==> src/rtl/stopwatch_ctrl_if.sv <==
// Stopwatch control bundle: raw buttons in, run/tick/clr/state out.
// master = button/datapath side, slave = the stopwatch_ctrl FSM.
interface stopwatch_ctrl_if;
    logic       start_n;
    logic       stop_n;
    logic       run;
    logic       tick;
    logic       clr;
    logic [1:0] state;

    modport master (
        output start_n, stop_n,
        input  run, tick, clr, state
    );

    modport slave (
        input  start_n, stop_n,
        output run, tick, clr, state
    );
endinterface

==> src/rtl/stopwatch_ctrl.sv <==
// Stopwatch control FSM: button sync/edge, IDLE/RUN/PAUSE, tick and clr.
// Optional button debounce enabled by defining STOPWATCH_DEBOUNCE_EN.
module stopwatch_ctrl #(
    parameter int CLK_DIV   = 500000,
    parameter int DB_CYCLES = 1000000
) (
    input  logic            clk,
    input  logic            reset,
    stopwatch_ctrl_if.slave bus
);
    localparam int PW = (CLK_DIV > 1) ? $clog2(CLK_DIV) : 1;

    typedef enum logic [1:0] {
        IDLE  = 2'b00,
        RUN   = 2'b01,
        PAUSE = 2'b10
    } state_t;

    // bit 0 = start, bit 1 = stop
    logic [1:0]    s1_q, s1_d;
    logic [1:0]    s2_q, s2_d;
    logic [1:0]    prv_q, prv_d;
    logic [1:0]    lvl;
    logic [1:0]    ev;
    state_t        state_q, state_d;
    logic [PW-1:0] pre_q, pre_d;
    logic          clr_q, clr_d;
    logic          pre_end;

    // Two-flop synchronizer and edge history
    always_comb begin
        s1_d  = {bus.stop_n, bus.start_n};
        s2_d  = s1_q;
        prv_d = lvl;
    end

`ifdef STOPWATCH_DEBOUNCE_EN
    localparam int DW = $clog2(DB_CYCLES + 1);

    logic [1:0]         db_q, db_d;
    logic [1:0][DW-1:0] cnt_q, cnt_d;

    // Debounce: accept a new level only after DB_CYCLES stable cycles
    always_comb begin
        db_d  = db_q;
        cnt_d = cnt_q;
        for (int i = 0; i < 2; i++) begin
            if (s2_q[i] != db_q[i]) begin
                if (cnt_q[i] == DW'(DB_CYCLES - 1)) begin
                    db_d[i]  = s2_q[i];
                    cnt_d[i] = '0;
                end else begin
                    cnt_d[i] = cnt_q[i] + DW'(1);
                end
            end else begin
                cnt_d[i] = '0;
            end
        end
    end

    // Debounce state registers
    always_ff @(posedge clk or posedge reset) begin
        if (reset) begin
            db_q  <= 2'b11;
            cnt_q <= '0;
        end else begin
            db_q  <= db_d;
            cnt_q <= cnt_d;
        end
    end

    assign lvl = db_q;
`else
    assign lvl = s2_q;
`endif

    // Press event: released last cycle, pressed now
    assign ev      = prv_q & ~lvl;
    assign pre_end = (pre_q == PW'(CLK_DIV - 1));

    // Next state, prescaler and clear pulse
    always_comb begin
        state_d = state_q;
        pre_d   = pre_q;
        clr_d   = 1'b0;
        if (ev[1]) begin
            state_d = IDLE;
            clr_d   = 1'b1;
        end else begin
            case (state_q)
                IDLE:    if (ev[0]) state_d = RUN;
                RUN:     if (ev[0]) state_d = PAUSE;
                PAUSE:   if (ev[0]) state_d = RUN;
                default: state_d = IDLE;
            endcase
        end
        if (state_d == IDLE) begin
            pre_d = '0;
        end else if (state_q == RUN) begin
            pre_d = pre_end ? '0 : pre_q + PW'(1);
        end
    end

    // State registers
    always_ff @(posedge clk or posedge reset) begin
        if (reset) begin
            s1_q    <= 2'b11;
            s2_q    <= 2'b11;
            prv_q   <= 2'b11;
            state_q <= IDLE;
            pre_q   <= '0;
            clr_q   <= 1'b0;
        end else begin
            s1_q    <= s1_d;
            s2_q    <= s2_d;
            prv_q   <= prv_d;
            state_q <= state_d;
            pre_q   <= pre_d;
            clr_q   <= clr_d;
        end
    end

    assign bus.run   = (state_q == RUN);
    assign bus.tick  = (state_q == RUN) && pre_end;
    assign bus.clr   = clr_q;
    assign bus.state = state_q;
endmodule
==> src/flat_wrapper.sv <==
// flat-port wrapper written by rule: the top's interface ports become plain ports
module stopwatch_ctrl_flat 
#(
    parameter int CLK_DIV   = 500000,
    parameter int DB_CYCLES = 1000000
)
  (clk, reset, bus_start_n, bus_stop_n, bus_run, bus_tick, bus_clr, bus_state);
  stopwatch_ctrl_if bus_i ();
  input  logic clk;
  input  logic reset;
  input wire logic [$bits(bus_i.start_n)-1:0] bus_start_n;
  input wire logic [$bits(bus_i.stop_n)-1:0] bus_stop_n;
  output wire logic [$bits(bus_i.run)-1:0] bus_run;
  output wire logic [$bits(bus_i.tick)-1:0] bus_tick;
  output wire logic [$bits(bus_i.clr)-1:0] bus_clr;
  output wire logic [$bits(bus_i.state)-1:0] bus_state;
  assign bus_i.start_n = bus_start_n;
  assign bus_i.stop_n = bus_stop_n;
  assign bus_run = bus_i.run;
  assign bus_tick = bus_i.tick;
  assign bus_clr = bus_i.clr;
  assign bus_state = bus_i.state;
  stopwatch_ctrl #(.CLK_DIV(CLK_DIV), .DB_CYCLES(DB_CYCLES)) u_core (.clk(clk), .reset(reset), .bus(bus_i));
endmodule
==> config.mk <==
export PLATFORM = sky130hd
export DESIGN_NAME = stopwatch_ctrl_flat
export DESIGN_NICKNAME = d
export VERILOG_FILES = /design/src/rtl/stopwatch_ctrl_if.sv /design/src/rtl/stopwatch_ctrl.sv /design/src/flat_wrapper.sv
export SDC_FILE = /design/constraint.sdc
export NUM_CORES = 1
export LEC_CHECK = 0
export CELL_PAD_IN_SITES_DETAIL_PLACEMENT = 1
export CELL_PAD_IN_SITES_GLOBAL_PLACEMENT = 2
export CORE_UTILIZATION = 30
export DETAILED_ROUTE_END_ITERATION = 6
export GPL_ROUTABILITY_DRIVEN = 0
export PLACE_DENSITY = 0.64
export SKIP_LAST_GASP = 1
export SYNTH_ARGS = -nofsm -noshare
export SYNTH_HDL_FRONTEND = slang
export SYNTH_SLANG_ARGS = --single-unit
export TNS_END_PERCENT = 1
==> constraint.sdc <==
create_clock -name clk -period 5.2 [get_ports clk]
set_input_delay 1.56 -clock clk [delete_from_list [all_inputs] [get_ports clk]]
set_output_delay 1.56 -clock clk [all_outputs]
set_load 0.1 [all_outputs]
-- Word level (Yosys, flattened, before mapping)
Cells that the tools add are included.
- flip-flop bits (word level): 28
- output and inout port bits: 5
- word-level logic and storage cells: 25
- bitwise operators: 2
- muxes and demuxes: 8
- equality and inequality tests: 3
- add/sub/neg operators: 1
- reductions and logical operators: 5
- operator list (cell ; count):
    two-way mux 19 bit ; 3
    adder 19 x 1 -> 19 bit, second input constant ; 1
    == test 19 bit, second input constant ; 1
    two-way mux 2 bit ; 3
    logical NOT 2 bit ; 2
    case mux 2 bit (2 select lines) ; 1
    bitwise AND 2 bit ; 1
    == test 2 x 1 -> 1 bit, second input constant ; 1
    == test 2 bit, second input constant ; 1
    inverter 2 bit ; 1
    nonzero test 2 bit ; 1
    OR reduction 2 bit ; 1
    logical AND 1 bit ; 1
    two-way mux 1 bit ; 1

-- Longest topological paths before layout
- depth after elaboration: 7
- mapped depth: 7
- gate-level depth less buffers: 6

-- Least setup slack after synthesis
No wires, ideal clock.
- kind: reg2out
- start: reg u_core.state_q[0] (netlist: u_core.bus.state[0])
- end: out bus_tick
- arrival: 3.180 ns
- slack: 0.460 ns
- stages on the path, launching flop included: 4
- path buffers: 1
- path through: dfrtp_1 > nor2b_1 > clkbuf_1 > and4_1
- word-level cells in the longest chain between the ends: 2
- ends and longest elaborated chain (what ; line ; source):
    start: declaration ; stopwatch_ctrl.sv:25 ; state_t state_q, state_d;
    start signal: assignment ; stopwatch_ctrl.sv:117 ; state_q <= state_d;
    == test 2 x 1 -> 1 bit ; - ;
    named net bus_run ; flat_wrapper.sv:13 ; output wire logic [$bits(bus_i.run)-1:0] bus_run;
    logical AND 1 bit ; stopwatch_ctrl.sv:124 ; assign bus.tick = (state_q == RUN) && pre_end;
    end: declaration ; flat_wrapper.sv:14 ; output wire logic [$bits(bus_i.tick)-1:0] bus_tick;
The timed path passes the listed nets, and every way through them passes these cells.

-- Worst setup path after layout
- start: reg u_core.pre_q[0]
- end: out bus_tick
- word-level cells in the longest chain between the ends: 2
- ends and longest elaborated chain (what ; line ; source):
    start: declaration ; stopwatch_ctrl.sv:26 ; logic [PW-1:0] pre_q, pre_d;
    start signal: assignment ; stopwatch_ctrl.sv:118 ; pre_q <= pre_d;
    == test 19 bit ; stopwatch_ctrl.sv:79 ; assign pre_end = (pre_q == PW'(CLK_DIV - 1));
    logical AND 1 bit ; stopwatch_ctrl.sv:124 ;
No other way between the ends.

==> metrics.md <==
| Metric | Value |
|---|---|
| Outcome | `completed` |
| Synth area leaders | `dfrtp_1, dfstp_2, xnor2_1` |
| RSZ-0062 raised after global routing | `no` |
| Max-Cap Viols | `0` |
| Flip-flop and latch area | `708 um^2` |
| CP Class | `reg2out` |
| Synth warnings | `0` |
| CP Launch Point | `u_core.pre_q[0]` |
| Placed insts | `195` |
| Area after DPL | `1490 um^2` |
| Drt first pass iters | `4` |
| Worst-Margin Slew | `1080 ps` |
| Max Root-Sink Buffers | `2` |
| # H-tree levels | `1` |
| Number of register bits inferred by synthesis | `28` |
| Wire per inst | `16.1 um` |
| Root Driver | `clkbuf_8` |
| Worst hold-check path type | `reg2reg` |
| DP HPWL | `2.32 mm` |
| Worst setup path endpoint | `bus_tick` |
| Final ANT Viol Nets | `0` |
| Layout cells sized above 1 | `8.84%` |
| Final Hold Viols | `0` |
| Rel. slew slack | `28.2%` |
| Top-area cell type share of the netlist area | `40.3%` |
| Finish-stage setup viols | `0` |
| Syn avg cell area | `9.83 um^2` |
| FILL cells | `484` |
| Post-cts sizing count | `0` |
| I/O pin count | `9` |
| Commonest non-fill, non-tap cell in the layout | `dfrtp_1` |
| Layout area overhead | `14.4%` |
| Core area | `4350 um^2` |
| Met1 WL | `1.72 mm` |
| CTS tree | `yes` |
| Post-Syn Nets | `144` |
| LEAKAGE | `0.605 nW` |
| F_max | `235 MHz` |
| Synth Cell Area | `1370 um^2` |
| Synth Instances | `139` |
| Post-route cell area | `1560 um^2` |
| Initial antenna violation count | `0` |
| First-pass GRT wire length | `5.81 mm` |
| Global Route Usage Sum | `15.4%` |
| Reg clk slew, reported paths | `100 ps` |
| Die width | `69.5 um` |
| Period minus WS final | `4250 ps` |
| Sequential share of the synthesized area | `51.8%` |
| Fin cells | `199` |
| Post-Route WL | `3.21 mm` |
| Final layout net count | `153` |
| Die Ht | `69.5 um` |
| Max Used Layer | `met4` |
| WL met2 | `1.43 mm` |
| Cell Rows | `24` |
| Largest net degree at the start of global routing | `29` |
| Num CTS Buffers | `3` |
| Clock Sink Count | `28` |
| Power Density | `302 nW/um^2` |
| Critical Path RT | `3640 ps` |
| Startpoint Class | `flop` |
| # DRC | `0` |
| Pins Over Slew Limit | `0` |
| Setup ws final | `950 ps` |
| Worst Setup End Kind | `output port` |
| Worst vdd ir | `0.0914 mV` |
| ANT cells | `0` |
| Vias | `1,024` |
| Setup WS pre-CTS | `1260 ps` |
| Port Buffers | `8` |
| Initial DRC count | `18` |
| Vias in the first global route | `1,129` |
| R2R setup slack | `2730 ps` |
| Yosys cell types | `33` |
| Clk_lat worst skew | `280 ps` |
| Fin crit share | `81.7%` |
| Post-CTS Hold Buffers | `0` |
| Starting Density | `31.4%` |
| CP max FO | `5` |
| Reg2reg start | `u_core.lvl[1]` |
| Commonest non-fill, non-tap cells in the layout | `dfrtp_1, nor2_1, nand2_1` |
| Setup tns final | `0 ps` |
| DR WL met3 | `35 um` |
| Die footprint | `4830 um^2` |
| Skew final | `6.95 ps` |
| Via density | `5.15` |
| GRT overflow | `0` |
| R2R Path End | `u_core.pre_q[14]` |
| Reg2reg path depth | `5` |
| Setup Buffers After CTS | `0` |
| Leading area contributor after synthesis | `dfrtp_1` |
| Area of the multi-input gates | `627 um^2` |
| Crit path arrival time | `2690 ps` |
-- state kept, by name (all words and copies together) (netlist names) --
signal,flops
u_core.bus.state,2
u_core.s1_q,2
u_core.prv_q,2
u_core.bus.clr,1
u_core.lvl,2
u_core.pre_q,19
-- area by class of cell --
class                      count  share of cell area (%)
sequential                    28                    45.3
clock inverter                 1                    1.92
multi-input combinational    104                    40.1
inverter                       3                   0.721
timing repair buffer           8                    5.12
tap                           52                    4.16
clock buffer                   3                    2.64
-- per-layer routing --
layer | GRT usage, % | vias up
met5 | 0 | -
met4 | 3.40 | 0
met3 | 2.62 | 2
met2 | 23.3 | 3
met1 | 22.9 | 516
li1 | - | 503
-- critical path, cell delays in order, from the launching register on --
cell and delay (ps):
dfrtp_1 400, ha_1 230, and4_1 300, and2_1 140, and4_1 200, clkdlybuf4s50_1 1130
-- how the worst min path moves through the flow --
stage                    from       endpoint  slack (ps)  cells after the start
3_3_place_gp   u_core.s1_q[0]  u_core.lvl[0]         350                      0
3_5_place_dp   u_core.s1_q[1]  u_core.lvl[1]         350                      0
5_1_grt        u_core.s1_q[1]  u_core.lvl[1]         370                      0
4_1_cts        u_core.s1_q[1]  u_core.lvl[1]         360                      0
6_report       u_core.s1_q[1]  u_core.lvl[1]         360                      0
2_1_floorplan  u_core.s1_q[0]  u_core.lvl[0]         350                      0
-- logic make-up (layout without fill, tap and decap cells) --
family                   count (synthesis)  in the layout  synth area share (%)
flip-flops                              28             28                  51.8
XOR/XNOR                                15             15                  9.62
AND/OR/NAND/NOR                         74             74                  28.3
adder cells (fa/ha/maj)                  1              1                 0.916
buffers and inverters                    7             15                  2.29
AO/OA/AOI/OAI                           14             14                  7.05
-- through the flow --
step | power [mW] | hold slack (ps) | utilization, %
final | 0.472 | 365 | 35.9
after global routing | 0.494 | 372 | 35.9
after CTS | 0.479 | 365 | 35.9
after detailed placement | 0.302 | 349 | 34.3
after global placement | 0.300 | 346 | 34.3
after floorplan | 0.285 | 345 | -
-- Yosys cell counts --
library cell,count
o21ai_1,1
and4_1,3
and3_1,1
or3_1,1
a211o_1,1
and2_1,3
nor4b_2,1
clkbuf_1,2
xnor2_1,9
inv_1,3
nor4_1,2
nor2_1,20
buf_2,1
or4_4,1
nor3_1,4
xor2_1,6
a211oi_2,1
nand2b_1,2
o21ai_0,2
a21oi_1,5
dfrtp_1,22
buf_4,1
ha_1,1
a22o_1,1
a221o_1,1
o21a_1,1
nor4b_1,2
nand4_1,9
nand2_1,15
o311ai_0,1
nand3_1,8
nor2b_1,2
dfstp_2,6
-- where the power goes --
group	total, mW	switching, mW	leakage [nW]	internal [mW]
Combinational	0.0656	0.0513	0.202	0.0143
Sequential	0.231	0.00527	0.367	0.226
Clock	0.175	0.0718	0.0357	0.103
Power figures use the tool's default switching activity.
==> edit 1 (config.mk and constraints unchanged) <==
Add a define of `STOPWATCH_DEBOUNCE_EN`.
--- a/src/rtl/stopwatch_ctrl.sv
+++ b/src/rtl/stopwatch_ctrl.sv
@@ -1,5 +1,7 @@
 // Stopwatch control FSM: button sync/edge, IDLE/RUN/PAUSE, tick and clr.
 // Optional button debounce enabled by defining STOPWATCH_DEBOUNCE_EN.
+`define STOPWATCH_DEBOUNCE_EN
+
 module stopwatch_ctrl #(
     parameter int CLK_DIV   = 500000,
     parameter int DB_CYCLES = 1000000
Formal check against the unedited RTL: not equivalent (Yosys sat finds a counterexample within 4 cycles, from zero or initial values and one cycle with reset high).
==> edit 1 against the unedited design <==
- final area rose to 2.6 times the old value
- wire length grew to 2.7 times the old value
- utilization shrank 0.36 points
- total power up 140%
- synthesized area rose to 2.6 times the old value
- sequential share of layout area down 2.3 points
- sequential cell count increased by 42
- the flow now finishes with violations (DRC)
- clock power grew to 3.2 times the old value
- setup slack worse by 0.019 ns
- non-clock buffer count rose by 6
==> edit 1: results (changes against the unedited design) <==
<table>
<tr><th>Metric</th><th>Value</th></tr>
<tr><th colspan="2">Power</th></tr>
<tr><td>Cell-internal power</td><td>0.8938 mW (+160%)</td></tr>
<tr><td>Worst ir drop on vdd</td><td>167.4 uV (+83%)</td></tr>
<tr><td>Power drawn by the clock network</td><td>0.563 mW (+220%)</td></tr>
<tr><td>Design Power</td><td>1.150 mW (+140%)</td></tr>
<tr><th colspan="2">Placement</th></tr>
<tr><td>HPWL Detailed</td><td>5.824 mm (+150%)</td></tr>
<tr><td>Area after detailed placement</td><td>0.003822 mm^2 (+160%)</td></tr>
<tr><th colspan="2">Clock network</th></tr>
<tr><td>Root Driver</td><td>sky130_fd_sc_hd__clkbuf_16</td></tr>
<tr><th colspan="2">Cells and area</th></tr>
<tr><td>Relative area of clock buffers and inverters in the final design</td><td>6.575% (+2.0 points)</td></tr>
<tr><td>Fraction of layout instances using a drive strength above 1</td><td>11.34% (+2.5 points)</td></tr>
<tr><td>Number of combinational gates with multiple inputs</td><td>271 (+160%)</td></tr>
<tr><td>Clock buffer cells</td><td>12 (+9)</td></tr>
<tr><td>Fraction of standard cell area in multi-input logic</td><td>41.38% (+1.3 points)</td></tr>
<tr><td>Count of flip-flops and latches</td><td>70 (+150%)</td></tr>
<tr><th colspan="2">Worst setup path</th></tr>
<tr><td>Start point of the critical path</td><td>u_core.pre_q[6]$_DFFE_PP0P_</td></tr>
<tr><td>R2R depth</td><td>4 (-1)</td></tr>
<tr><td>Maximum fanout encountered on the critical timing path</td><td>6 (+1)</td></tr>
<tr><td>Biggest cell delay along the critical path</td><td>1.17 ns (+0.04 ns)</td></tr>
<tr><td>CP Data Arrival Time</td><td>2.71 ns (+0.02 ns)</td></tr>
<tr><td>Reg2reg setup slack</td><td>2.84 ns (+0.11 ns)</td></tr>
<tr><th colspan="2">GRT</th></tr>
<tr><td>Via count of the first global-routing pass</td><td>3,043 (+170%)</td></tr>
<tr><td>First-pass GRT wire length</td><td>15.20 mm (+160%)</td></tr>
<tr><td>Largest net degree at the start of global routing</td><td>48 (+66%)</td></tr>
<tr><th colspan="2">Outcome</th></tr>
<tr><td>Result of the run</td><td>complete, but fails checks</td></tr>
<tr><td>Violations in the final reports</td><td>DRC</td></tr>
<tr><th colspan="2">Drt</th></tr>
<tr><td>Remaining routing DRC violations</td><td>2 (+2)</td></tr>
<tr><td>Iteration count of the initial detailed-routing pass</td><td>6 (+2)</td></tr>
<tr><th colspan="2">Synth</th></tr>
<tr><td>Syn nets</td><td>381 (+160%)</td></tr>
<tr><td>Sequential-to-total area share from yosys stat</td><td>49.23% (-2.6 points)</td></tr>
<tr><td>Leading post-synthesis cells by cell area</td><td>sky130_fd_sc_hd__dfrtp_1 (43%), sky130_fd_sc_hd__dfstp_2 (5.9%), sky130_fd_sc_hd__xor2_1 (4.2%)</td></tr>
</table>
[edit 1: through the flow]
step           util (%)  instances  hold WS (ns)
2_1_floorplan         -        374        0.3452
3_3_place_gp      33.19        515        0.3498
3_5_place_dp      33.19        515        0.3484
4_1_cts           35.53        531        0.3560
5_1_grt           35.53        531        0.3577
6_report          35.53        531        0.3552
[edit 1: routing by layer]
layer	vias to the layer above	track usage, %	routed length, um
li1	1383	-	-
met1	1429	20.23	4290
met2	34	24.58	3922
met3	11	3.773	245
met4	0	5.766	118
met5	-	0	0
[edit 1: kinds of logic after synthesis]
group	after synthesis	share of synthesized area, %
XOR/XNOR	29	7.098
buffers and inverters	33	3.881
flip-flops	70	49.23
AND/OR/NAND/NOR	170	25.94
adder cells (fa/ha/maj)	3	1.049
AO/OA/AOI/OAI	67	12.17
multiplexers	2	0.6293
[edit 1: worst max-delay path: cells and delay by family, from the launching register on]
kind                   cells  cell delay, ns
buffers and inverters      1            1.17
and+or+nand+nor            3            0.77
DFF                        1            0.43
==> edit 2 (same flow settings) <==
Made on the original files. `CLK_DIV` is set to 500000 in 2 places; all go to 250000.
--- a/src/rtl/stopwatch_ctrl.sv
+++ b/src/rtl/stopwatch_ctrl.sv
@@ -1,7 +1,7 @@
 // Stopwatch control FSM: button sync/edge, IDLE/RUN/PAUSE, tick and clr.
 // Optional button debounce enabled by defining STOPWATCH_DEBOUNCE_EN.
 module stopwatch_ctrl #(
-    parameter int CLK_DIV   = 500000,
+    parameter int CLK_DIV   = 250000,
     parameter int DB_CYCLES = 1000000
 ) (
     input  logic            clk,
--- a/src/flat_wrapper.sv
+++ b/src/flat_wrapper.sv
@@ -1,7 +1,7 @@
 // flat-port wrapper written by rule: the top's interface ports become plain ports
 module stopwatch_ctrl_flat 
 #(
-    parameter int CLK_DIV   = 500000,
+    parameter int CLK_DIV   = 250000,
     parameter int DB_CYCLES = 1000000
 )
   (clk, reset, bus_start_n, bus_stop_n, bus_run, bus_tick, bus_clr, bus_state);
Check against the original RTL: no difference found for any inputs over 10 cycles, from zero or initial values and one cycle with reset high; that may be too few to reach the edited logic, so the function may still have changed.
==> edit 2 against the unedited design <==
- total power fell by 8.4%
- clock power fell by 26%
- sequential cell count fell by 1
- synthesized area fell by 3.6%
- wire length fell by 4.7%
- critical path type unchanged
- synthesized cell count fell by 2.9%
- sequential share of layout area rose by 0.15 points
- die area fell by 3.5%
- setup slack improved by 0.50 ns
- final area fell by 3.8%
==> edit 2: results (changes against the unedited design) <==
<table>
<tr><th>Metric</th><th>Value</th></tr>
<tr><th colspan="2">Cells and area</th></tr>
<tr><td>Non-Clock Buffer Count</td><td>9 (+1)</td></tr>
<tr><td>Area occupied by multi-input gates</td><td>606.8 um^2 (-3.2%)</td></tr>
<tr><td>Non-clock inverters</td><td>4 (+1)</td></tr>
<tr><td># fillers</td><td>482 (-0.41%)</td></tr>
<tr><th colspan="2">Placement</th></tr>
<tr><td>Setup slack at placement</td><td>1.771 ns (+0.5079 ns)</td></tr>
<tr><td>HPWL Detailed</td><td>2.166 mm (-6.5%)</td></tr>
<tr><td>DP Cell Count</td><td>191 (-2.1%)</td></tr>
<tr><th colspan="2">Power</th></tr>
<tr><td>Leak Pwr</td><td>0.5820 nW (-3.9%)</td></tr>
<tr><td>Worst ir drop on vdd</td><td>111.1 uV (+21%)</td></tr>
<tr><th colspan="2">GRT</th></tr>
<tr><td>Global routing met3 resource utilization</td><td>3.000% (+0.38 points)</td></tr>
<tr><td>GRT met1 Usage</td><td>20.74% (-2.1 points)</td></tr>
<tr><td>GR Util All Layers</td><td>15.81% (+0.45 points)</td></tr>
<tr><td>Met2 routing resource usage after global routing</td><td>24.88% (+1.6 points)</td></tr>
<tr><td>First-pass GRT wire length</td><td>5.326 mm (-8.3%)</td></tr>
<tr><th colspan="2">Drt</th></tr>
<tr><td>Total detailed-routing wirelength</td><td>3.061 mm (-4.7%)</td></tr>
<tr><td>WL met2</td><td>1.365 mm (-4.7%)</td></tr>
<tr><td>Via count of the routed design</td><td>1,035 (+1.1%)</td></tr>
<tr><td>WL met1</td><td>1.573 mm (-8.5%)</td></tr>
<tr><td>Met3 Routed Length</td><td>68 um (+94%)</td></tr>
<tr><th colspan="2">Synth</th></tr>
<tr><td>FF+latch count, synth</td><td>27 (-3.6%)</td></tr>
<tr><td>Leading cell types by count after synthesis</td><td>sky130_fd_sc_hd__dfrtp_1 (21), sky130_fd_sc_hd__nor2_1 (15), sky130_fd_sc_hd__nand2_1 (13)</td></tr>
<tr><td>Synth Area in Adders</td><td>0.9497% (+0.034 points)</td></tr>
<tr><td>Leading post-synthesis cells by cell area</td><td>sky130_fd_sc_hd__dfrtp_1 (40%), sky130_fd_sc_hd__dfstp_2 (12%), sky130_fd_sc_hd__nor2_1 (4.3%)</td></tr>
<tr><th colspan="2">Outcome</th></tr>
<tr><td>Result of the run</td><td>finished clean</td></tr>
<tr><th colspan="2">Worst setup path</th></tr>
<tr><td>Maximum fanout encountered on the critical timing path</td><td>6 (+1)</td></tr>
<tr><td>CP Data Arrival Time</td><td>2.19 ns (-0.50 ns)</td></tr>
<tr><td>Capturing point of the worst reg2reg path</td><td>u_core.pre_q[7]$_DFFE_PP0P_</td></tr>
</table>
edit 2: critical path: stages, from the launching register on:
cell and delay (ns):
sky130_fd_sc_hd__dfrtp_1 0.45, sky130_fd_sc_hd__or4b_1 0.52, sky130_fd_sc_hd__or3_1 0.42, sky130_fd_sc_hd__nor4_2 0.18
sky130_fd_sc_hd__buf_4 0.34
edit 2: worst max path at each step:
stage,from,endpoint,slack [ns]
after floorplan,u_core.bus.state[0]$_DFF_PP0_,bus_tick,0.64
after global placement,u_core.pre_q[9]$_DFFE_PP0P_,bus_tick,1.79
after detailed placement,u_core.pre_q[9]$_DFFE_PP0P_,bus_tick,1.77
after CTS,u_core.pre_q[9]$_DFFE_PP0P_,bus_tick,1.44
after global routing,u_core.pre_q[9]$_DFFE_PP0P_,bus_tick,1.34
final,u_core.pre_q[9]$_DFFE_PP0P_,bus_tick,1.45
edit 2: logic make-up after synthesis:
family,Yosys count
simple gates,66
compound gates,27
flops,27
xor+xnor,7
buf+inv,7
fa+ha+maj,1
